### src/rtl/tag_sram_pkg.sv
// Shared types and the round-robin search helper for the tag SRAM arbiter.
package tag_sram_pkg;

    // Widest index the helper supports; NumReq must not exceed MaxReq.
    localparam int unsigned MaxIdxWidth = 5;
    localparam int unsigned MaxReq      = 2 ** MaxIdxWidth;

    typedef logic [MaxIdxWidth-1:0] idx_t;

    typedef struct packed {
        logic valid;
        idx_t idx;
    } resp_stage_t;

    // First asserted request at or after prio, wrapping at num_req.
    // Returns prio when nothing is requested; callers gate with |req.
    function automatic idx_t rr_next(input idx_t prio, input logic [MaxReq-1:0] req,
                                     input int unsigned num_req);
        logic        found;
        int unsigned j;
        rr_next = prio;
        found   = 1'b0;
        for (int unsigned i = 0; i < MaxReq; i++) begin
            if (i < num_req && !found) begin
                j = 32'(prio) + i;
                if (j >= num_req) j -= num_req;
                if (req[idx_t'(j)]) begin
                    rr_next = idx_t'(j);
                    found   = 1'b1;
                end
            end
        end
    endfunction

endpackage

### src/rtl/tag_sram_rr_arb.sv
// Round-robin arbiter: priority pointer plus wrap-around search, zero-cycle grant.
module tag_sram_rr_arb
    import tag_sram_pkg::*;
#(
    parameter int unsigned NumReq   = 3,
    parameter int unsigned IdxWidth = (NumReq > 1) ? $clog2(NumReq) : 1
) (
    input  logic                clk_i,
    input  logic                rst_ni,
    input  logic [NumReq-1:0]   req_i,
    output logic [NumReq-1:0]   gnt_o,
    output logic [IdxWidth-1:0] gnt_idx_o
);

    logic [IdxWidth-1:0] prio_q, prio_d;
    logic [MaxReq-1:0]   req_ext;
    logic                any;
    idx_t                win;

    always_comb begin
        req_ext               = '0;
        req_ext[NumReq-1:0] = req_i;
    end

    // Grants are gated by reset so nothing reaches the SRAM while held.
    assign any       = rst_ni & (|req_i);
    assign win       = rr_next(idx_t'(prio_q), req_ext, NumReq);
    assign gnt_idx_o = IdxWidth'(win);

    always_comb begin
        gnt_o = '0;
        for (int unsigned k = 0; k < NumReq; k++) begin
            gnt_o[k] = any && (win == idx_t'(k));
        end
    end

    always_comb begin
        prio_d = prio_q;
        if (any) begin
            prio_d = (gnt_idx_o == IdxWidth'(NumReq - 1)) ? '0 : gnt_idx_o + IdxWidth'(1);
        end
    end

    always_ff @(posedge clk_i or negedge rst_ni) begin
        if (!rst_ni) begin
            prio_q <= '0;
        end else begin
            prio_q <= prio_d;
        end
    end

endmodule

### src/rtl/tag_sram_arbiter.sv
// Shares one tag SRAM port among NumReq requesters and routes each response
// back to its issuer after the fixed SRAM read latency.
module tag_sram_arbiter
    import tag_sram_pkg::*;
#(
    parameter  int unsigned NumReq    = 3,
    parameter  int unsigned NumWords  = 1024,
    parameter  int unsigned DataWidth = 128,
    parameter  int unsigned ByteWidth = 8,
    parameter  int unsigned Latency   = 1,
    localparam int unsigned AddrWidth = (NumWords > 1) ? $clog2(NumWords) : 1,
    localparam int unsigned BeWidth   = (DataWidth + ByteWidth - 1) / ByteWidth,
    localparam int unsigned IdxWidth  = (NumReq > 1) ? $clog2(NumReq) : 1
) (
    input  logic                                clk_i,
    input  logic                                rst_ni,
    input  logic [NumReq-1:0]                   req_i,
    input  logic [NumReq-1:0]                   we_i,
    input  logic [NumReq-1:0][AddrWidth-1:0]    addr_i,
    input  logic [NumReq-1:0][DataWidth-1:0]    wdata_i,
    input  logic [NumReq-1:0][BeWidth-1:0]      be_i,
    output logic [NumReq-1:0]                   gnt_o,
    output logic [NumReq-1:0]                   rvalid_o,
    output logic [DataWidth-1:0]                rdata_o,
    output logic                                sram_req_o,
    output logic                                sram_we_o,
    output logic [AddrWidth-1:0]                sram_addr_o,
    output logic [DataWidth-1:0]                sram_wdata_o,
    output logic [BeWidth-1:0]                  sram_be_o,
    input  logic [DataWidth-1:0]                sram_rdata_i
);

    logic [NumReq-1:0]   gnt;
    logic [IdxWidth-1:0] gnt_idx;
    logic                accept;
    resp_stage_t         pipe_q [Latency];

    tag_sram_rr_arb #(
        .NumReq   (NumReq),
        .IdxWidth (IdxWidth)
    ) u_arb (
        .clk_i     (clk_i),
        .rst_ni    (rst_ni),
        .req_i     (req_i),
        .gnt_o     (gnt),
        .gnt_idx_o (gnt_idx)
    );

    assign gnt_o      = gnt;
    assign accept     = |(req_i & gnt);
    assign sram_req_o = accept;
    assign rdata_o    = sram_rdata_i;

    always_comb begin
        sram_we_o    = 1'b0;
        sram_addr_o  = '0;
        sram_wdata_o = '0;
        sram_be_o    = '0;
        for (int unsigned k = 0; k < NumReq; k++) begin
            if (gnt[k]) begin
                sram_we_o    = we_i[k];
                sram_addr_o  = addr_i[k];
                sram_wdata_o = wdata_i[k];
                sram_be_o    = be_i[k];
            end
        end
    end

    // Writes also travel the pipe so every accept gets exactly one rvalid.
    always_ff @(posedge clk_i or negedge rst_ni) begin
        if (!rst_ni) begin
            for (int unsigned s = 0; s < Latency; s++) begin
                pipe_q[s] <= '0;
            end
        end else begin
            pipe_q[0] <= '{valid: accept, idx: idx_t'(gnt_idx)};
            for (int unsigned s = 1; s < Latency; s++) begin
                pipe_q[s] <= pipe_q[s-1];
            end
        end
    end

    always_comb begin
        rvalid_o = '0;
        for (int unsigned k = 0; k < NumReq; k++) begin
            rvalid_o[k] = pipe_q[Latency-1].valid && (pipe_q[Latency-1].idx == idx_t'(k));
        end
    end

endmodule

### config.mk
export PLATFORM = sky130hd
export DESIGN_NAME = tag_sram_arbiter
export DESIGN_NICKNAME = d
export VERILOG_FILES = /design/src/rtl/tag_sram_pkg.sv /design/src/rtl/tag_sram_rr_arb.sv /design/src/rtl/tag_sram_arbiter.sv
export SDC_FILE = /design/constraint.sdc
export NUM_CORES = 1
export LEC_CHECK = 0
export CAP_MARGIN = 20
export CORE_AREA = 5 5 342 344
export CTS_BUF_LIST = sky130_fd_sc_hd__clkbuf_8
export CTS_CLUSTER_DIAMETER = 200
export DETAILED_ROUTE_END_ITERATION = 10
export DIE_AREA = 0 0 347 349
export PLACE_DENSITY = 0.3
export SLEW_MARGIN = 10
export SYNTH_ARGS = -nofsm -noshare
export SYNTH_HDL_FRONTEND = slang
export SYNTH_SLANG_ARGS = --single-unit
export TNS_END_PERCENT = 100
### constraint.sdc
create_clock -name clk_i -period 4.4 [get_ports clk_i]
set_input_delay 1.1 -clock clk_i [delete_from_list [all_inputs] [get_ports clk_i]]
set_output_delay 1.1 -clock clk_i [all_outputs]
set_load 0.005 [all_outputs]
; ---- Word-level counts from Yosys, hierarchy flattened
; Index checks and enable logic that the tools add are counted.
[word_totals]
romBits = 0
elab_cells = 64
input_bits = 598
n_memories = 0
latch_bits = 0
ram_bits = 0
ff_bits = 5
[classes]
n_lt_le_gt_ge = 6
n_mul = 0
bitwise = 2
shift = 0
reduce_logical = 10
n_div = 0
n_mux = 32
eq_ne = 5
addsub = 6
[op_table]
columns = op, count
row1 = $mux W128, 3
row2 = $ge A32 B2 Y1 const B, 2
row3 = $mux W5, 10
row4 = $mux W16, 3
row5 = $mux W10, 3
row6 = $lt A5 B6 Y1 const B, 3
row7 = $bmux W1 S5, 3
row8 = $logic_not A5 Y1, 2
row9 = $sub A5 B2 Y5 const B, 2
row10 = $mux W1, 9
row11 = $logic_and A1 B1 Y1, 6
row12 = $reduce_or A3 Y1, 2
row13 = $eq A5 B1 Y1 const B, 1
row14 = $eq A5 B2 Y1 const B, 1
row15 = $eq A2 B2 Y1 const B, 2
row16 = $add A2 B1 Y3 const B, 1
row17 = $add A2 B2 Y3 const B, 1
row18 = $and A3 B3 Y3, 1
row19 = $sub A2 B2 Y3 const B, 1
row20 = $add A2 B1 Y2 const B, 1
row21 = $eq A2 B1 Y1 const B, 1
row22 = $ge A2 B2 Y1 const B, 1
row23 = $mux W2, 1
row24 = $and A1 B1 Y1, 1

; ---- Depth between registers and ports, before layout
; Gate-level depths: netlist of the first run.
[depth]
word_depth = 20
depth_mapped = 11
depth_no_buf = 8

; ---- Cells and area by module
; A second synthesis of the first run with hierarchy kept.
[hier_totals]
hier_cells = 891
hier_area_um2 = 6454.9
[modules_own_cells]
columns = module, seq_area_each_um2, cells_per_inst, instances, area_each_um2
row1 = tag_sram_arbiter, 75.1, 841, 1, 6007.0
row2 = tag_sram_rr_arb, 50.0, 50, 1, 447.9

; ---- Least setup slack after synthesis of the first run
; No wires, ideal clock.
[synth_path]
path_kind = input-to-output
from = in req_i[1]
to = out sram_wdata_o[117]
path_stages = 10
t_required_ns = 3.300
t_arrival_ns = 2.799
setup_slack_ns = 0.501
n_path_buf = 4
path_cell_list = clkbuf_2 nand2b_1 mux2i_1 and4b_4 nand2_2 or3b_1 buf_2 buf_6 buf_2 o2bb2ai_1
[synth_via]
elab_chain_cells = 12
[synth_lines]
columns = item, line
row1 = "start, declared", tag_sram_arbiter.sv:17  ; input logic [NumReq-1:0] req_i,
row2 = $bmux W1 S5, tag_sram_pkg.sv:27  ; if (req[idx_t'(j)]) begin
row3 = $mux W1 (implied by the code), tag_sram_pkg.sv:27
row4 = $mux W5 (2 in series), tag_sram_pkg.sv:27
row5 = $mux W5, tag_sram_pkg.sv:24  ; if (i < num_req && !found) begin
row6 = $mux W5, tag_sram_pkg.sv:27
row7 = $mux W5, tag_sram_pkg.sv:24
row8 = $logic_not A5 Y1, tag_sram_rr_arb.sv:33  ; gnt_o[k] = any && (win == idx_t'(k));
row9 = $logic_and A1 B1 Y1, tag_sram_rr_arb.sv:33
row10 = $mux W128 (2 in series), tag_sram_arbiter.sv:60  ; if (gnt[k]) begin
row11 = $mux W128 *, tag_sram_arbiter.sv:60
row12 = "end, declared", tag_sram_arbiter.sv:28  ; output logic [DataWidth-1:0] sram_wdata_o,
; Mark *: on every way between the ends. The rest lies on a longest branch, timed or not. The select of a mux whose other input is x is not followed.

; ---- Worst setup path in the final report of the first run
[layout_path]
from = in req_i[0]
to = out sram_wdata_o[24]
; The elaborated chain is that of the path after synthesis.

==> impl_metrics.env, run 1 <==
export IMPL_outcome="complete, but fails checks"
export IMPL_violations="setup timing"
export IMPL_syn2layout_area_growth_pct=222
export IMPL_die_x_um=347
export IMPL_rsz0062_at_grt="true"
export IMPL_synth_async_reset_ratio_pct=100
export IMPL_coreArea_sq_mm=0.114
export IMPL_clock_latency_ns=0.22
export IMPL_overflow=0
export IMPL_most_common_layout_cells="clkdlybuf4s50_1, buf_2, buf_4"
export IMPL_drtIter0Drc=218
export IMPL_synth_cells=550
export IMPL_critPathSlowestCell="mux2i_4"
export IMPL_critPathMaxStageDelay_ns=0.32
export IMPL_ant_nets=0
export IMPL_grt_pass1_vias=8251
export IMPL_skew_ns=0.000725
export IMPL_relSlewSlack_pct=70.5
export IMPL_rows=124
export IMPL_grt_pass1_wl_um=79600
export IMPL_max_freq_mhz=217
export IMPL_wl_um=66100
export IMPL_syn_avg_cell_area_sq_um=9.11
export IMPL_cp_end_kind="output port"
export IMPL_max_cap_violations=0
export IMPL_drive_above_1_share_pct=49.9
export IMPL_placed_cell_area_sq_mm=0.0132
export IMPL_yosysTopAreaCellShare_pct=32.2
export IMPL_worstSetupPathType="in -> out"
export IMPL_peakVddDrop_v=0.000225
export IMPL_netlist_area_sq_mm=0.00501
export IMPL_final_area_sq_mm=0.0161
export IMPL_antenna_found_initial=39
export IMPL_crit_path_max_fanout=6
export IMPL_hpwl_um=55700
export IMPL_cts_tree="done"
export IMPL_cts_hold_buf=0
export IMPL_drt_pass1_iterations=4
export IMPL_layout_nets=1842
export IMPL_clk_pin_slew_worst_paths_ns=0.04
export IMPL_setup_viol=79
export IMPL_grt_usage_pct=9.69
export IMPL_yosys_area_top_type="mux2i_1"
export IMPL_synthTopCellsByArea="mux2i_1, o2bb2ai_1, buf_4"
export IMPL_crit_arrival_ns=3.51
export IMPL_syn_nets=1154
export IMPL_routedWlPerCell_um=24.0
export IMPL_worst_slack_ns=-0.213
export IMPL_fin_crit_sh_pct=105
export IMPL_fp_dieArea_sq_mm=0.121
export IMPL_yosysSeqAreaShare_pct=2.50
export IMPL_path_cells="buf_8 > mux2_4 > a22oi_2 > nand4b_1 > mux2i_4 > buf_12 > buf_16 > buf_16 > buf_8 > buf_6 > mux2i_4 > buf_6 > o2bb2ai_2 > buf_2"
export IMPL_yosysWarningCount=0
export IMPL_slew_violations=0
export IMPL_power_density_mw_per_mm2=615
export IMPL_grt_max_degree=22
export IMPL_cts_sinks=5
export IMPL_initial_core_util_pct=4.41
export IMPL_finalCriticalPeriod_ns=4.61
export IMPL_startpoint_type="input port"
export IMPL_vias=7493
export IMPL_ys_ff_latch=5
export IMPL_ios=888
export IMPL_yosysUniqueCellTypes=41
export IMPL_cts_buffers=3
export IMPL_clockBufferDepth=2
export IMPL_routed_via_density=2.72
export IMPL_worst_slew_pin_slew_ns=0.433
export IMPL_port_buffers=631
export IMPL_whs_ns=0.586
export IMPL_p_leak_uw=0.00586
export IMPL_hold_viol=0
export IMPL_required_ns=3.30
export IMPL_hold_class="reg -> reg"
export IMPL_synth_flop_cell="dfrtp_1"
export IMPL_htreeDepth=1
export IMPL_routabilityCongestion=0.830
export IMPL_layout_commonest_cell="clkdlybuf4s50_1"
export IMPL_fp_dieH_um=349
export IMPL_synth_edf_count=0
export IMPL_remaining_drc_errors=0
export IMPL_cts_root_buffer="clkbuf_8"
==> routing by layer <==
layer | vias to the layer above | share of wire (%) | global-route usage, %
li1 | 3392 | - | -
met1 | 3448 | 41 | 12.0
met2 | 501 | 48 | 16.4
met3 | 144 | 8.2 | 3.16
met4 | 8 | 3.2 | 2.05
met5 | - | 0.083 | 0
==> final timing paths <==
path                                                   from  depth (start not counted)                     endpoint  slack [ns]
worst max-delay path                               req_i[0]                         14             sram_wdata_o[24]       -0.21
worst min-delay path            u_arb.prio_q[0]$_DFFE_PN0P_                          2  u_arb.prio_q[0]$_DFFE_PN0P_        0.59
worst max register to register  u_arb.prio_q[0]$_DFFE_PN0P_                         14  u_arb.prio_q[0]$_DFFE_PN0P_        1.36
worst min register to register  u_arb.prio_q[0]$_DFFE_PN0P_                          2  u_arb.prio_q[0]$_DFFE_PN0P_        0.59
max in group asynchronous                            rst_ni                          2  u_arb.prio_q[0]$_DFFE_PN0P_        3.08
min in group asynchronous                            rst_ni                          2          pipe_q[0]$_DFF_PN0_        1.20
==> cells in the mapped netlist, types with 2 or more instances <==
| cell type | instances |
|---|---|
| a21o_1 | 3 |
| and3b_1 | 3 |
| buf_2 | 27 |
| buf_4 | 139 |
| buf_6 | 13 |
| dfrtp_1 | 5 |
| ha_1 | 6 |
| inv_1 | 2 |
| mux2i_1 | 161 |
| nand2_1 | 3 |
| nand2b_1 | 2 |
| nor2_1 | 2 |
| o211ai_1 | 3 |
| o2bb2ai_1 | 121 |
| o2bb2ai_2 | 34 |
==> cells by family after synthesis <==
| family | count (synthesis) | share of synthesized area (%) |
|---|---|---|
| flops | 5 | 2.50 |
| simple gates | 20 | 2.72 |
| buf+inv | 184 | 26.9 |
| mux | 162 | 32.5 |
| compound gates | 173 | 33.9 |
| fa+ha+maj | 6 | 1.50 |
==> through the flow <==
| stage | cells | setup WS [ns] | TNS [ns] | util [%] | total power (uW) |
|---|---|---|---|---|---|
| 5_1_grt | 2754 | -0.278 | -14.39 | 14.2 | 10500 |
| 4_1_cts | 2686 | -0.271 | -14.35 | 12.5 | 8090 |
| 6_report | 2757 | -0.213 | -4.99 | 14.2 | 9920 |
| 3_5_place_dp | 2648 | -1.27 | -120.94 | 11.6 | 6780 |
| 2_1_floorplan | 550 | 0.501 | 0 | - | 2830 |
| 3_3_place_gp | 2648 | -1.32 | -124.76 | 11.6 | 6820 |
==> critical path, delay by kind of cell <==
| family | cells | cell delay (ns) |
|---|---|---|
| mux | 3 | 0.88 |
| buf+inv | 8 | 1.06 |
| simple gates | 1 | 0.22 |
| compound gates | 2 | 0.20 |
==> where the power goes <==
group	total (uW)	internal (uW)	switching, uW
Sequential	85.4	67.0	18.5
Combinational	9750	5650	4100
Clock	82.6	59.8	22.8
==> flip-flops by register name, indices dropped and copies added (netlist names) <==
signal and count:
u_arb.prio_q 2, pipe_q 3
==> area by class of cell <==
class                      count  area, sq um
sequential                     5          126
fill                       12900        97400
tap                         1512         1890
clock buffer                   3         41.3
inverter                       2         7.51
multi-input combinational    361         5290
antenna                        8         20.0
clock inverter                 1         3.75
timing repair buffer         865         8730
==> what timing repair did <==
action | 4_1_cts | 5_1_grt
endpoints found under the hold margin | 0 | 0
gates resized for setup | 482 | 512
setup buffers | 31 | 69
pin swaps | 42 | 57
endpoints found under the setup margin | 159 | 159
cloned | 4 | 13
No activity file was read; power rests on OpenSTA's default activity.
==> inputs of run 2 (changes only) <==
==> constraint.sdc (replaced) <==
create_clock -name clk_i -period 4.4 [get_ports clk_i]
set_input_delay 0.88 -clock clk_i [delete_from_list [all_inputs] [get_ports clk_i]]
set_output_delay 0.88 -clock clk_i [all_outputs]
set_load 0.005 [all_outputs]
==> run 2 against run 1 <==
The run now ends clean. Global-route usage increased by 0.086 points. Critical endpoint is now sram_wdata_o[97]. Cell area fell by 11%. Wire length decreased by 3.4%. Combinational power is 24% lower.
==> impl_metrics.env, run 2 (same netlist as run 1, synthesis figures left out) <==
export IMPL_power_density_mw_per_mm2=529
export IMPL_cts_buffers=3
export IMPL_min_delay_start="u_arb.prio_q[1]$_DFFE_PN0P_"
export IMPL_net_switching_power_uw=3290
export IMPL_routedWlPerCell_um=23.5
export IMPL_clkPwrFrac_pct=1.1
export IMPL_fin_crit_sh_pct=97.8
export IMPL_fin_util_pct=12.6
export IMPL_finalCriticalPeriod_ns=4.30
export IMPL_syn2layout_area_growth_pct=187
export IMPL_slew_violations=0
export IMPL_cts_sinks=5
export IMPL_cp_end_kind="output port"
export IMPL_worst_slew_pin_slew_ns=0.388
export IMPL_grtUsageMet3_pct=3.04
export IMPL_cpMostUsedCell="buf_4"
export IMPL_peakVddDrop_v=0.000207
export IMPL_setup_viol=0
export IMPL_relSlewSlack_pct=74.0
export IMPL_power_frac_seq_pct=1.2
export IMPL_drtIter0Drc=220
export IMPL_largest_reg_flops=3
export IMPL_layout_commonest_cell="clkdlybuf4s50_1"
export IMPL_hold_class="reg -> reg"
export IMPL_startpoint="u_arb.prio_q[0]$_DFFE_PN0P_"
export IMPL_fin_cells=2720
export IMPL_max_freq_mhz=232
export IMPL_rsz0062_at_grt="true"
export IMPL_critPathMaxStageDelay_ns=0.55
export IMPL_timing_rr_start="u_arb.prio_q[0]$_DFFE_PN0P_"
export IMPL_use_met1_pct=12.4
export IMPL_overflow=0
export IMPL_startpoint_type="register"
export IMPL_initial_core_util_pct=4.41
export IMPL_grt_pass1_vias=8122
export IMPL_grt_usage_pct=9.77
export IMPL_clk_pin_slew_worst_paths_ns=0.04
export IMPL_p_comb_share_pct=97.7
export IMPL_layout_nets=1802
export IMPL_antenna_found_initial=46
export IMPL_hold_viol=0
export IMPL_clockBufferDepth=2
export IMPL_use_met2_pct=16.4
export IMPL_max_cap_violations=0
export IMPL_internal_power_uw=4310
export IMPL_placedCellCount=2653
export IMPL_routed_via_density=2.68
export IMPL_crit_arrival_ns=3.42
export IMPL_grt_busiest_layer="met2"
export IMPL_cts_tree="done"
export IMPL_path_cells="inv_4 > ha_4 > a21boi_1 > buf_4 > and3_1 > o32ai_1 > buf_4 > o211ai_1 > a21oi_4 > buf_12 > bufbuf_16 > o2bb2ai_1 > clkdlybuf4s50_1"
export IMPL_crit_path_max_fanout=14
export IMPL_outcome="finished clean"
export IMPL_rows=124
export IMPL_coreArea_sq_mm=0.114
export IMPL_reg_largest_list="pipe_q x3, u_arb.prio_q x2"
export IMPL_p_sw_share_pct=43.3
export IMPL_drive_above_1_share_pct=28.4
export IMPL_fp_dieArea_sq_mm=0.121
export IMPL_remaining_drc_errors=0
export IMPL_grt_pass1_wl_um=80300
export IMPL_largest_register="pipe_q"
export IMPL_die_x_um=347
export IMPL_ant_nets=0
export IMPL_ios=888
export IMPL_most_common_layout_cells="clkdlybuf4s50_1, buf_4, mux2i_1"
export IMPL_fp_dieH_um=349
export IMPL_grt_max_degree=43
export IMPL_required_ns=3.52
export IMPL_p_leak_uw=0.00590
export IMPL_routabilityCongestion=0.830
export IMPL_cp_buffers_inverters=6
export IMPL_vias=7303
export IMPL_critPathSlowestCell="clkdlybuf4s50_1"
export IMPL_drt_pass1_iterations=4
export IMPL_hpwl_um=56400
export IMPL_cts_root_buffer="clkbuf_8"
export IMPL_skew_ns=0.000143
export IMPL_wl_um=63900
export IMPL_clock_latency_ns=0.22
export IMPL_path_delay_family="buffers and inverters"
export IMPL_worstSetupPathType="reg -> out"
export IMPL_port_buffers=631
export IMPL_htreeDepth=1
[run 2: changes by cell type in the layout (fill, tap and decap cells not counted), moves of 47 or more]
cell,previous run,this run
buf_4,96,158
dlymetal6s2s_1,1,48
mux2i_1,69,119
o2bb2ai_2,88,41
dlygate4sd2_1,1,61
buf_2,116,5
buf_6,71,18
o2bb2ai_1,39,112
[run 2: power by group through the flow]
stage	registers, uW	clock network [uW]	logic, uW
floorplan	79.5	0	2750
global placement	83.4	0	6610
detailed placement	85.4	0	6590
CTS	90.9	85.4	7390
global route	97.5	90.0	7980
finish	93.1	82.1	7420
[run 2: timing repair]
action,4_1_cts,5_1_grt
buffers inserted,21,26
resized for setup,184,127
endpoints found under the setup margin,157,87
gates cloned,4,1
pin swaps,5,3
hold buffers,0,0
[run 2: worst paths after layout]
| check | endpoint | slack (ns) | cells after the start |
|---|---|---|---|
| setup / recovery | sram_wdata_o[97] | 0.1 | 13 |
| hold / removal | u_arb.prio_q[1]$_DFFE_PN0P_ | 0.71 | 2 |
| setup reg to reg | u_arb.prio_q[1]$_DFFE_PN0P_ | 1.41 | 16 |
| hold reg to reg | u_arb.prio_q[1]$_DFFE_PN0P_ | 0.71 | 2 |
| max in group asynchronous | u_arb.prio_q[1]$_DFFE_PN0P_ | 3.30 | 2 |
| min in group asynchronous | pipe_q[0]$_DFF_PN0_ | 0.98 | 2 |
[run 2: layer usage]
metal,share of wire (%),wire length [um]
met1,43,27300
met2,46,29500
met3,8.3,5280
met4,2.8,1780
met5,0.089,57
[run 2: per-stage QoR]
step	instance area [sq um]	total power, uW	hold WS, ns	worst slack [ns]	setup TNS (ns)
after global routing	14300	8160	0.756	-0.0920	-0.255
final	14400	7600	0.708	0.0970	0
after detailed placement	13200	6670	0.670	-0.539	-48.77
after CTS	13900	7570	0.693	-0.108	-1.71
after global placement	13200	6690	0.672	-0.539	-52.85
after floorplan	5010	2830	0.533	0.941	0
[run 2: area by class of cell]
| cell class | instances | area [sq um] |
|---|---|---|
| fillers | 13000 | 99200 |
| repair buffers | 825 | 8250 |
| multi-input cells | 361 | 4010 |
| well taps | 1512 | 1890 |
| flip-flops and latches | 5 | 128 |
| clock buffers | 3 | 41.3 |
| diodes | 11 | 27.5 |
| inverters | 2 | 12.5 |
| clock inverters | 1 | 3.75 |
[run 2: worst reg2reg max path, delay by kind of cell, from the launching register on]
| family | cells | cell delay (ns) |
|---|---|---|
| AOI/OAI and AO/OA | 5 | 0.68 |
| adders and majority gates | 1 | 0.22 |
| buffers and inverters | 9 | 1.28 |
| DFF | 1 | 0.45 |
| and+or+nand+nor | 1 | 0.23 |
